**src/rtl/chan_cksum_regs.sv**
```systemverilog
// chan_cksum_regs: channel-side register bank for the FX2 comm_fpga interface.
// Plain byte registers, a checksum fed by channel-0 writes, a control/status
// channel, a snapshotted multi-byte checksum readback and a byte FIFO channel.
// Optional feature macro: CHAN_CKSUM_FLETCHER_EN selects a Fletcher-16 checksum
// (width fixed at 16) instead of the plain modular byte sum.
module chan_cksum_regs #(
  parameter int unsigned NUM_REGS   = 4,
  parameter int unsigned FIFO_DEPTH = 16,
`ifdef CHAN_CKSUM_FLETCHER_EN
  localparam int unsigned CKSUM_W   = 16
`else
  parameter int unsigned CKSUM_W    = 16
`endif
) (
  input  logic               clk_in,
  input  logic               reset_in,
  input  logic [6:0]         chanAddr_in,
  input  logic [7:0]         chanDataWr_in,
  input  logic               chanWrite_in,
  output logic               chanGotRoom_out,
  output logic [7:0]         chanDataRd_out,
  input  logic               chanRead_in,
  output logic               chanGotData_out,
  output logic [CKSUM_W-1:0] cksum_out,
  output logic [7:0]         reg0_out,
  output logic [4:0]         fifoCount_out
);

  localparam int unsigned NB   = CKSUM_W / 8;
  localparam int unsigned PW   = (NB > 1) ? $clog2(NB) : 1;
  localparam int unsigned AW   = (FIFO_DEPTH > 1) ? $clog2(FIFO_DEPTH) : 1;
  localparam int unsigned CNTW = 5;
  localparam logic [6:0] CTRL_A  = 7'(NUM_REGS);
  localparam logic [6:0] CKSUM_A = 7'(NUM_REGS + 1);
  localparam logic [6:0] FIFO_A  = 7'(NUM_REGS + 2);

  logic [7:0]         regs_q [NUM_REGS];
  logic [7:0]         regs_d [NUM_REGS];
  logic [7:0]         mem_q  [FIFO_DEPTH];
  logic [CKSUM_W-1:0] cksum_q, cksum_d, shadow_q, shadow_d, cksum_acc_c;
  logic [PW-1:0]      p_q, p_d;
  logic [AW-1:0]      wr_ptr_q, wr_ptr_d, rd_ptr_q, rd_ptr_d;
  logic [CNTW-1:0]    count_q, count_d;

  logic is_reg_c, is_ctrl_c, is_cksum_c, is_fifo_c;
  logic full_c, empty_c, push_c;
  logic [7:0] rd_data_c;

  assign is_reg_c   = (chanAddr_in < CTRL_A);
  assign is_ctrl_c  = (chanAddr_in == CTRL_A);
  assign is_cksum_c = (chanAddr_in == CKSUM_A);
  assign is_fifo_c  = (chanAddr_in == FIFO_A);
  assign full_c     = (count_q == CNTW'(FIFO_DEPTH));
  assign empty_c    = (count_q == '0);
  assign push_c     = chanWrite_in & is_fifo_c & ~full_c & ~reset_in;

  assign chanGotRoom_out = ~(is_fifo_c & full_c);
  assign chanGotData_out = ~(is_fifo_c & empty_c);
  assign chanDataRd_out  = rd_data_c;
  assign cksum_out       = cksum_q;
  assign reg0_out        = regs_q[0];
  assign fifoCount_out   = count_q;

  // Checksum value after accumulating the current write byte
`ifdef CHAN_CKSUM_FLETCHER_EN
  logic [8:0] lo_sum_c, hi_sum_c;
  logic [7:0] lo_new_c, hi_new_c;
  always_comb begin
    lo_sum_c    = 9'(cksum_q[7:0]) + 9'(chanDataWr_in);
    lo_new_c    = (lo_sum_c >= 9'd255) ? 8'(lo_sum_c - 9'd255) : lo_sum_c[7:0];
    hi_sum_c    = 9'(cksum_q[15:8]) + 9'(lo_new_c);
    hi_new_c    = (hi_sum_c >= 9'd255) ? 8'(hi_sum_c - 9'd255) : hi_sum_c[7:0];
    cksum_acc_c = {hi_new_c, lo_new_c};
  end
`else
  always_comb begin
    cksum_acc_c = cksum_q + CKSUM_W'(chanDataWr_in);
  end
`endif

  // Combinational read mux; unmapped channels return zero
  always_comb begin
    rd_data_c = 8'h00;
    if (is_reg_c) begin
      for (int k = 0; k < int'(NUM_REGS); k++) begin
        if (chanAddr_in == 7'(k)) rd_data_c = regs_q[k];
      end
    end else if (is_ctrl_c) begin
      rd_data_c = {full_c, empty_c, 1'b0, count_q};
    end else if (is_cksum_c) begin
      rd_data_c = (p_q == '0) ? cksum_q[7:0] : 8'(shadow_q >> {p_q, 3'b000});
    end else if (is_fifo_c) begin
      rd_data_c = empty_c ? 8'h00 : mem_q[rd_ptr_q];
    end
  end

  // Next-state: a write takes priority and suppresses any simultaneous read
  always_comb begin
    regs_d   = regs_q;
    cksum_d  = cksum_q;
    shadow_d = shadow_q;
    p_d      = p_q;
    wr_ptr_d = wr_ptr_q;
    rd_ptr_d = rd_ptr_q;
    count_d  = count_q;
    if (chanWrite_in) begin
      for (int k = 0; k < int'(NUM_REGS); k++) begin
        if (chanAddr_in == 7'(k)) regs_d[k] = chanDataWr_in;
      end
      if (chanAddr_in == 7'd0) cksum_d = cksum_acc_c;
      if (is_ctrl_c) begin
        p_d = '0;
        if (chanDataWr_in[0]) cksum_d = '0;
        if (chanDataWr_in[1]) begin
          wr_ptr_d = '0;
          rd_ptr_d = '0;
          count_d  = '0;
        end
      end
      if (is_fifo_c && !full_c) begin
        wr_ptr_d = wr_ptr_q + AW'(1);
        count_d  = count_q + CNTW'(1);
      end
    end else if (chanRead_in) begin
      if (is_cksum_c) begin
        if (p_q == '0) shadow_d = cksum_q;
        p_d = (p_q == PW'(NB - 1)) ? '0 : p_q + PW'(1);
      end
      if (is_fifo_c && !empty_c) begin
        rd_ptr_d = rd_ptr_q + AW'(1);
        count_d  = count_q - CNTW'(1);
      end
    end
  end

  // State registers with synchronous reset
  always_ff @(posedge clk_in) begin
    if (reset_in) begin
      for (int k = 0; k < int'(NUM_REGS); k++) regs_q[k] <= 8'h00;
      cksum_q  <= '0;
      shadow_q <= '0;
      p_q      <= '0;
      wr_ptr_q <= '0;
      rd_ptr_q <= '0;
      count_q  <= '0;
    end else begin
      regs_q   <= regs_d;
      cksum_q  <= cksum_d;
      shadow_q <= shadow_d;
      p_q      <= p_d;
      wr_ptr_q <= wr_ptr_d;
      rd_ptr_q <= rd_ptr_d;
      count_q  <= count_d;
    end
  end

  // FIFO storage; contents need no reset since occupancy is tracked by count
  always_ff @(posedge clk_in) begin
    if (push_c) mem_q[wr_ptr_q] <= chanDataWr_in;
  end

endmodule

```
**config.mk**
```make
export PLATFORM = sky130hd
export DESIGN_NAME = chan_cksum_regs
export DESIGN_NICKNAME = d
export VERILOG_FILES = /design/src/rtl/chan_cksum_regs.sv
export SDC_FILE = /design/constraint.sdc
export NUM_CORES = 1
export LEC_CHECK = 0
export CAP_MARGIN = 40
export CORE_MARGIN = 2
export CORE_UTILIZATION = 59
export CTS_CLUSTER_DIAMETER = 30
export CTS_CLUSTER_SIZE = 20
export DETAILED_ROUTE_END_ITERATION = 6
export GPL_TIMING_DRIVEN = 0
export PLACE_DENSITY = 0.79
export SLEW_MARGIN = 0
export SYNTH_ARGS = -nofsm -noshare
export SYNTH_HDL_FRONTEND = slang
export SYNTH_SLANG_ARGS = --single-unit
```
**constraint.sdc**
```tcl
create_clock -name clk_in -period 3.1 [get_ports clk_in]
set_input_delay 0.62 -clock clk_in [delete_from_list [all_inputs] [get_ports clk_in]]
set_output_delay 0.62 -clock clk_in [all_outputs]
set_load 0.01 [all_outputs]
```
* After elaboration in Yosys (flattened, before gate mapping)
Memories as Yosys holds them, arrays and structs flattened. A register that Yosys moved wholly into a read port is not among the register bits.
Index checks and enable logic that the tools add are counted.
** Storage, ports and cells
- Bits in registers :: 78
- Latch bits :: 0
- RAM bits :: 128
- Memory bits (read-only) :: 0
- Input port bits :: 19
- Logic and storage cells :: 95
- Memories :: 1
** Operators by class
- $add $sub $neg :: 6
- Multiply operators :: 0
- Div/mod/pow operators :: 0
- Magnitude comparators :: 1
- Equal/unequal tests :: 11
- Shift-type cells :: 1
- Muxes and demuxes :: 34
- Bitwise logic cells :: 11
- Reductions and logical operators :: 20
** Memories
- mem_q :: words 16, bits a word 8, read ports 1, clocked after memory_dff 1, write ports 1, RTL line 39 : logic [7:0] mem_q [FIFO_DEPTH];
** Operators by type and width (number)
- $mux W8 :: 10
- $mux W16 :: 3
- $mux W4 :: 8
- $mux W5 :: 6
- $eq A7 B3 Y1 const B :: 3
- $add A16 B8 Y16 :: 1
- $shr A16 B4 Y8 :: 1
- $eq A7 B2 Y1 const B :: 2
- $reduce_and A4 Y1 :: 3
- $reduce_bool A2 Y1 :: 5
- $add A4 B1 Y4 const B :: 2
- $reduce_and A2 Y1 :: 4
- $eq A7 B1 Y1 const B :: 1
- $logic_not A7 Y1 :: 1
- $lt A7 B3 Y1 const B :: 1
- $mux W1 :: 7
- $not A1 Y1 :: 6
- $reduce_and A3 Y1 :: 2
- $add A5 B1 Y5 const B :: 1
- $and A1 B1 Y1 :: 5
- $eq A5 B5 Y1 const B :: 1
- $logic_not A5 Y1 :: 1
- $sub A5 B1 Y5 const B :: 1
- $ne A3 B1 Y1 const B :: 1
- other kinds (6) :: 8

* Logic depth before layout (Yosys ltp)
Gate-level depths: netlist (run 1).
- Depth after elaboration :: 8
- Mapped depth :: 8
- Gate-level depth less buffers :: 7

* Least setup slack after synthesis (run 1)
No wires, ideal clock.
- Kind :: input to output
- Start point :: input chanAddr_in[5]
- End point :: output chanDataRd_out[4]
- Arrival time :: 2.301 ns
- Setup slack :: 0.179 ns
- Stages on the path :: 5
- Buffers on the path :: 0
- Path through :: or4_4 or4_1 nor2_2 a22oi_1 a22oi_1
** Between the ends
- Word-level cells in the longest chain between the ends :: 6
** Ends and longest elaborated chain
- from (decl) :: RTL line 17 : input logic [6:0] chanAddr_in,
- $logic_not A7 Y1 :: RTL line 86 : if (chanAddr_in == 7'(k)) rd_data_c = regs_q[k];
- $mux W8 (4 in a row) :: RTL line 86
- $mux W8 * :: RTL line 84 : if (is_reg_c) begin
- to (decl) :: RTL line 21 : output logic [7:0] chanDataRd_out,
Mark *: on every way between the ends. The rest lies on a longest branch, timed or not.

* Final worst setup path (run 1)
- Start point :: input chanAddr_in[3]
- End point :: output chanDataRd_out[4]
Same word-level chain as after synthesis.

==> impl_metrics.py, run 1 <==
metrics = {
    "detailed_routing": {
        "dr.pass1.iters": 5,
        "dr.first_iter.drc_count": 529,
        "drt-total-wl_mm": 24.1,
        "drc_errors": 0,
        "postRouteAntennaNets": 0,
        "vias": 6468,
        "routed_via_density": 6.40,
        "wire_per_inst_um": 23.9,
    },
    "critical_path": {
        "crit_path_end_kind": "primary output",
        "cp_slowest_cell": "or4_4",
        "cp_cell_sequence": "buf_6, or4_4, or4_4, nor2_4, a22oi_2, a22oi_2, buf_2",
        "timing.rr.start": "fifoCount_out[3]",
        "r2r_cells": 6,
        "reg2reg_slack_ps": 330,
        "worstReg2RegEnd": "mem_q[5][1]",
        "cp-startpoint": "chanAddr_in[3]",
        "endpoint": "chanDataRd_out[4]",
        "required_ps": 2480,
        "slowest_delay_ps": 550,
        "cp_max_fo": 6,
        "worstPathArrival_ps": 2530,
        "critPathKind": "input port to primary output",
        "start_kind": "input port",
    },
    "logic_synthesis": {
        "ys_seq_area_frac": 0.579,
        "ys_seq_elements": 202,
        "synth_warnings": 0,
        "synth_flop_cell": "edfxtp_1",
        "synth_nets": 725,
        "synth.distinct_cells": 64,
        "synth-edff-count": 128,
        "async_reset_ff_frac": 0,
        "synth_area_per_cell_um2": 13.4,
        "synthCells": 689,
        "synthesis.area_mm2": 0.00920,
    },
    "finish": {
        "layout-drive-gt1-share": 0.253,
        "area_growth_pct": 24.5,
        "fin_cells": 1011,
        "antennaDiodeCount": 0,
        "fillers": 957,
        "fin_nets": 834,
        "utilization": 0.754,
    },
    "power": {
        "ir_worst_vdd_mv": 0.430,
        "power_density_mw_per_mm2": 584,
        "leakagePower_nw": 3.99,
        "clkPwrFrac": 0.540,
        "p_sw_w": 0.00148,
        "p_int_w": 0.00521,
        "pwr-share-comb": 0.033,
        "sequentialPowerShare": 0.428,
        "p_sw_frac": 0.221,
    },
    "worst_hold_path": {
        "hold_path.class": "register to register",
        "worstHoldStart": "reg0_out[2]",
    },
    "job": {
        "drv_cap": 0,
    },
    "sta": {
        "worstMarginPinSlew_ps": 1020,
        "hold_viol_final": 0,
        "fmax_mhz": 318,
        "slew_viol_final": 0,
        "fin_tns_setup_ps": -155,
        "setup_slack_ps": -47.6,
        "fin_crit_ps": 3150,
        "rsz0062_at_grt": "yes",
        "worst_clock_skew_ps": 18.1,
        "setup_viol": 5,
        "relSlewSlack": 0.313,
        "fin_crit_sh": 1.02,
    },
    "clocking": {
        "cts_tree": "yes",
        "postCtsHoldBufs": 0,
        "cts.path.max_buffers": 3,
        "clk-insertion-delay-late_ps": 500,
        "cts_buffers": 34,
        "root_buffer": "clkbuf_16",
        "cts.clk_slew.worst_paths_ps": 60,
        "cts.sinks": 202,
        "htreeDepth": 2,
    },
    "floorplanning": {
        "core_mm2": 0.0152,
        "start_util": 0.605,
        "die_w_um": 129,
        "pin_count": 58,
        "dieArea_mm2": 0.0166,
        "placementRows": 45,
        "dieHeight_um": 129,
    },
    "outcome": {
        "violations": "negative setup slack",
        "status": "finished with violations",
    },
    "placement": {
        "io_buffers": 55,
        "gp_congestion": 0.993,
        "dp_slack_ps": -1230,
        "dp.cells": 935,
        "place_hpwl_mm": 15.5,
    },
    "global_route": {
        "grt.total_usage": 0.298,
        "overflow": 0,
        "grt_pass1_vias": 6608,
        "antenna_found_initial": 0,
        "grt_max_degree": 22,
        "grt_pass1_wl_mm": 36.9,
    },
}
[what timing repair did]
action,in CTS,in global routing
buffers inserted,9,7
setup endpoints to repair,58,13
resized for setup,105,10
cloned,1,0
pin swaps,16,7
[worst max-delay path, delay by kind of cell]
| kind | cells | cell delay (ps) |
|---|---|---|
| AO/OA/AOI/OAI | 2 | 360 |
| buffers and inverters | 2 | 260 |
| AND/OR/NAND/NOR | 3 | 1270 |
[through the flow]
stage	cell area, um^2	hold WS, ps	power, W
after floorplan	9200	447	0.00301
after global placement	9990	464	0.00311
after detailed placement	10000	467	0.00312
after CTS	11400	474	0.00670
after global routing	11500	493	0.00685
final	11500	478	0.00669
[cells by family (layout without fill, tap and decap cells)]
logic type	after synthesis	after routing	share of synthesized area
and+or+nand+nor	210	210	0.127
DFF	202	202	0.579
muxes	100	100	0.165
AOI/OAI and AO/OA	93	93	0.0634
buffers and inverters	54	188	0.0292
adders and majority gates	17	17	0.0239
xor gates and xnor gates	13	13	0.0124
[state kept, by name (all words and copies together), names as in the netlist, named ones only]
name           count
shadow_q           8
cksum_out         16
wr_ptr_q           4
reg0_out           8
p_q                1
mem_q            128
rd_ptr_q           4
regs_q            24
fifoCount_out      5
[how the worst min path moves through the flow]
| stage | endpoint | slack (ps) | depth (start not counted) |
|---|---|---|---|
| floorplan | reg0_out[0] | 450 | 2 |
| global placement | reg0_out[2] | 460 | 2 |
| detailed placement | reg0_out[2] | 470 | 2 |
| CTS | reg0_out[2] | 470 | 2 |
| global route | reg0_out[2] | 490 | 2 |
| finish | reg0_out[2] | 480 | 2 |
[cell type report]
| cell class | instances | area, um^2 | area share |
|---|---|---|---|
| Multi-Input combinational cell | 433 | 3720 | 0.324 |
| Clock inverter | 22 | 219 | 0.0191 |
| Tap cell | 188 | 235 | 0.0205 |
| Timing Repair Buffer | 76 | 721 | 0.0629 |
| Sequential cell | 202 | 5340 | 0.466 |
| Buffer | 42 | 292 | 0.0254 |
| Inverter | 9 | 41.3 | 0.00360 |
| Clock buffer | 39 | 891 | 0.0777 |
[per-layer routing]
metal  wire [um]  up-vias  track usage
li1            -     2840            -
met1        9420     3172        0.377
met2       11900      372        0.494
met3        1750       84       0.0549
met4        1080        0        0.153
met5           0        -            0
[synthesized netlist by cell type (all sizes together) (4+ instances only)]
| library cell | count | area [um^2] |
|---|---|---|
| mux2 | 14 | 158 |
| nand4 | 7 | 50.1 |
| or3 | 6 | 37.5 |
| a22oi | 14 | 105 |
| a211oi | 5 | 37.5 |
| a21oi | 37 | 185 |
| mux4 | 40 | 901 |
| ha | 16 | 200 |
| mux2i | 46 | 460 |
| or4 | 4 | 33.8 |
| nor3 | 12 | 93.8 |
| and2 | 15 | 93.8 |
| nand3 | 12 | 72.6 |
| nand2 | 54 | 203 |
| o21ai | 15 | 75.1 |
| edfxtp | 128 | 3840 |
| nand2b | 8 | 50.1 |
| nor2 | 65 | 265 |
| nor4 | 8 | 110 |
| a31oi | 4 | 25.0 |
| inv | 9 | 33.8 |
| buf | 24 | 155 |
| xor2 | 10 | 87.6 |
| dfxtp | 74 | 1480 |
| clkbuf | 21 | 80.1 |
[power by group through the flow]
stage | combinational, W | clock (W) | sequential (W)
after detailed placement | 0.000200 | 0 | 0.00292
after CTS | 0.000207 | 0.00363 | 0.00286
after global routing | 0.000229 | 0.00377 | 0.00286
final | 0.000218 | 0.00361 | 0.00286
after floorplan | 0.0000984 | 0 | 0.00292
after global placement | 0.000188 | 0 | 0.00292
[cell usage in the layout (no fill, tap or decap), types with 11 or more instances in the layout]
cell type and n:
buf_2 12, nand3_1 11, clkbuf_16 35, ha_1 15, mux2_2 14, o21ai_0 12, nor2_1 62, edfxtp_1 128
mux2i_1 46, dfxtp_1 69, buf_4 27, nand2_1 54, a22oi_2 12, mux4_2 40, and2_1 15, a21oi_1 36
clkdlybuf4s50_1 37, clkbuf_1 19
Note: power is estimated with default switching activity, not from simulation.
==> run 2, diff against run 1 <==
GPL_TIMING_DRIVEN = default   (was 0)
==> impl_metrics.py, run 2 (synthesized netlist as in run 1, its figures left out) <==
metrics = {
    "outcome": {
        "status": "finished clean",
    },
    "clocking": {
        "root_buffer": "clkbuf_16",
        "cts.path.max_buffers": 3,
        "cts_buffers": 35,
        "cts.sinks": 202,
        "htreeDepth": 2,
        "clk-insertion-delay-late_ps": 510,
        "cts_tree": "yes",
        "cts.clk_slew.worst_paths_ps": 50,
    },
    "sta": {
        "slew_viol_final": 0,
        "fin_crit_sh": 0.998,
        "fmax_mhz": 323,
        "worst_clock_skew_ps": 20.2,
        "rsz0062_at_grt": "yes",
        "worstMarginPinSlew_ps": 625,
        "whs_ps": 474,
        "hold_viol_final": 0,
        "fin_crit_ps": 3090,
        "relSlewSlack": 0.582,
        "setup_viol": 0,
    },
    "power": {
        "leakagePower_nw": 4.28,
        "power_density_mw_per_mm2": 581,
        "ir_worst_vdd_mv": 0.430,
    },
    "critical_path": {
        "r2r_cells": 9,
        "required_ps": 2480,
        "cp_cell_sequence": "clkdlybuf4s50_1, nand2b_1, or4_4, nor2_4, buf_6, a22oi_2, a22oi_1, buf_2",
        "critPathTopFamily": "simple AND/OR/NAND/NOR gates",
        "cp_max_fo": 5,
        "critPathKind": "input port to primary output",
        "crit_path_end_kind": "primary output",
        "cp_slowest_cell": "or4_4",
        "cp-startpoint": "chanAddr_in[0]",
        "timing.rr.start": "fifoCount_out[1]",
        "worstPathArrival_ps": 2470,
        "endpoint": "chanDataRd_out[2]",
        "reg2reg_slack_ps": 760,
        "worstReg2RegEnd": "mem_q[1][2]",
        "slowest_delay_ps": 480,
        "start_kind": "input port",
        "crit_buf_inv": 3,
        "cp_num_cells": 8,
    },
    "global_route": {
        "antenna_found_initial": 0,
        "grt_pass1_vias": 6621,
        "grt.total_usage": 0.312,
        "overflow": 0,
        "grt_pass1_wl_mm": 38.1,
        "grt_max_degree": 46,
    },
    "finish": {
        "regMostFlops": "mem_q",
        "utilization": 0.793,
        "layout-drive-gt1-share": 0.299,
        "area_growth_pct": 31.0,
        "final_common_cell": "edfxtp_1",
        "fin_cells": 1041,
        "mostFrequentLayoutCells": "128 x edfxtp_1, 70 x dfxtp_1, 62 x nor2_1, 62 x buf_4, 53 x nand2_1",
        "fillers": 847,
        "postLayoutCellArea_mm2": 0.0121,
        "antennaDiodeCount": 0,
        "fin_nets": 862,
        "largest_register_ffs": 128,
    },
    "worst_hold_path": {
        "hold_path_depth": 2,
        "hold_path.class": "register to register",
    },
    "floorplanning": {
        "pin_count": 58,
        "placementRows": 45,
        "core_mm2": 0.0152,
        "dieHeight_um": 129,
        "die_w_um": 129,
        "dieArea_mm2": 0.0166,
        "start_util": 0.605,
    },
    "detailed_routing": {
        "drt-total-wl_mm": 25.6,
        "postRouteAntennaNets": 0,
        "drc_errors": 0,
        "dr.first_iter.drc_count": 621,
        "vias": 6543,
        "routed_via_density": 6.29,
        "dr.pass1.iters": 5,
        "wire_per_inst_um": 24.6,
    },
    "placement": {
        "io_buffers": 57,
        "place_hpwl_mm": 16.3,
        "dp.cells": 972,
        "gp_congestion": 0.914,
        "dpl_cell_area_mm2": 0.0106,
    },
    "job": {
        "drv_cap": 0,
    },
}
-- run 2: changes by cell type in the layout (fill, tap and decap cells not counted), moves of 3 or more --
| cell | change |
|---|---|
| buf_12 | +17 |
| buf_8 | -4 |
| dfxtp_4 | -3 |
| buf_2 | -4 |
| mux2_4 | +4 |
| buf_4 | +35 |
| clkdlybuf4s50_1 | +4 |
| clkbuf_8 | +3 |
| mux2_2 | -4 |
| clkbuf_1 | -15 |
-- run 2: how the worst min path moves through the flow --
stage | slack [ps] | endpoint | from
after floorplan | 450 | reg0_out[0] | reg0_out[0]
after global placement | 460 | reg0_out[7] | reg0_out[7]
after detailed placement | 470 | reg0_out[2] | reg0_out[2]
after CTS | 470 | reg0_out[2] | reg0_out[2]
after global routing | 520 | reg0_out[2] | reg0_out[2]
final | 470 | reg0_out[2] | reg0_out[2]
-- run 2: area by class of cell --
| class | count | area, um^2 | area share |
|---|---|---|---|
| Sequential cell | 202 | 5340 | 0.443 |
| Multi-Input combinational cell | 433 | 3740 | 0.310 |
| Timing Repair Buffer | 145 | 1510 | 0.125 |
| Clock buffer | 43 | 957 | 0.0794 |
| Clock inverter | 21 | 245 | 0.0203 |
| Tap cell | 188 | 235 | 0.0195 |
| Inverter | 9 | 33.8 | 0.00280 |
-- run 2: metrics by stage --
stage	setup slack, ps	setup TNS, ps	total power [W]
floorplan	179	0	0.00301
global placement	-771	-17160	0.00313
detailed placement	-849	-23150	0.00314
CTS	-28.4	-73.6	0.00702
global route	-45.3	-160	0.00716
finish	6.22	0	0.00700
-- run 2: tightest hold or removal path, stage by stage, from the launching register on --
cell	delay, ps
dfxtp_1	320
nand2_1	60
a21oi_1	50
-- run 2: routing by layer --
| metal | up-vias | global-route usage | share of wire |
|---|---|---|---|
| li1 | 2904 | - | - |
| met1 | 3238 | 0.387 | 0.38 |
| met2 | 320 | 0.527 | 0.50 |
| met3 | 81 | 0.0682 | 0.075 |
| met4 | 0 | 0.145 | 0.047 |
| met5 | - | 0 | 0 |
-- run 2: power by group --
group          total [W]  internal, W  switching [W]
clock            0.00391      0.00255        0.00136
combinational   0.000228    0.0000874       0.000141
sequential       0.00286      0.00286     0.00000552
-- run 2: repair_timing --
action,4_1_cts,5_1_grt
buffers inserted,2,0
gates cloned,3,0
resized for setup,72,23
hold buffers,0,0
pin swaps,11,8
endpoints found under the setup margin,10,9
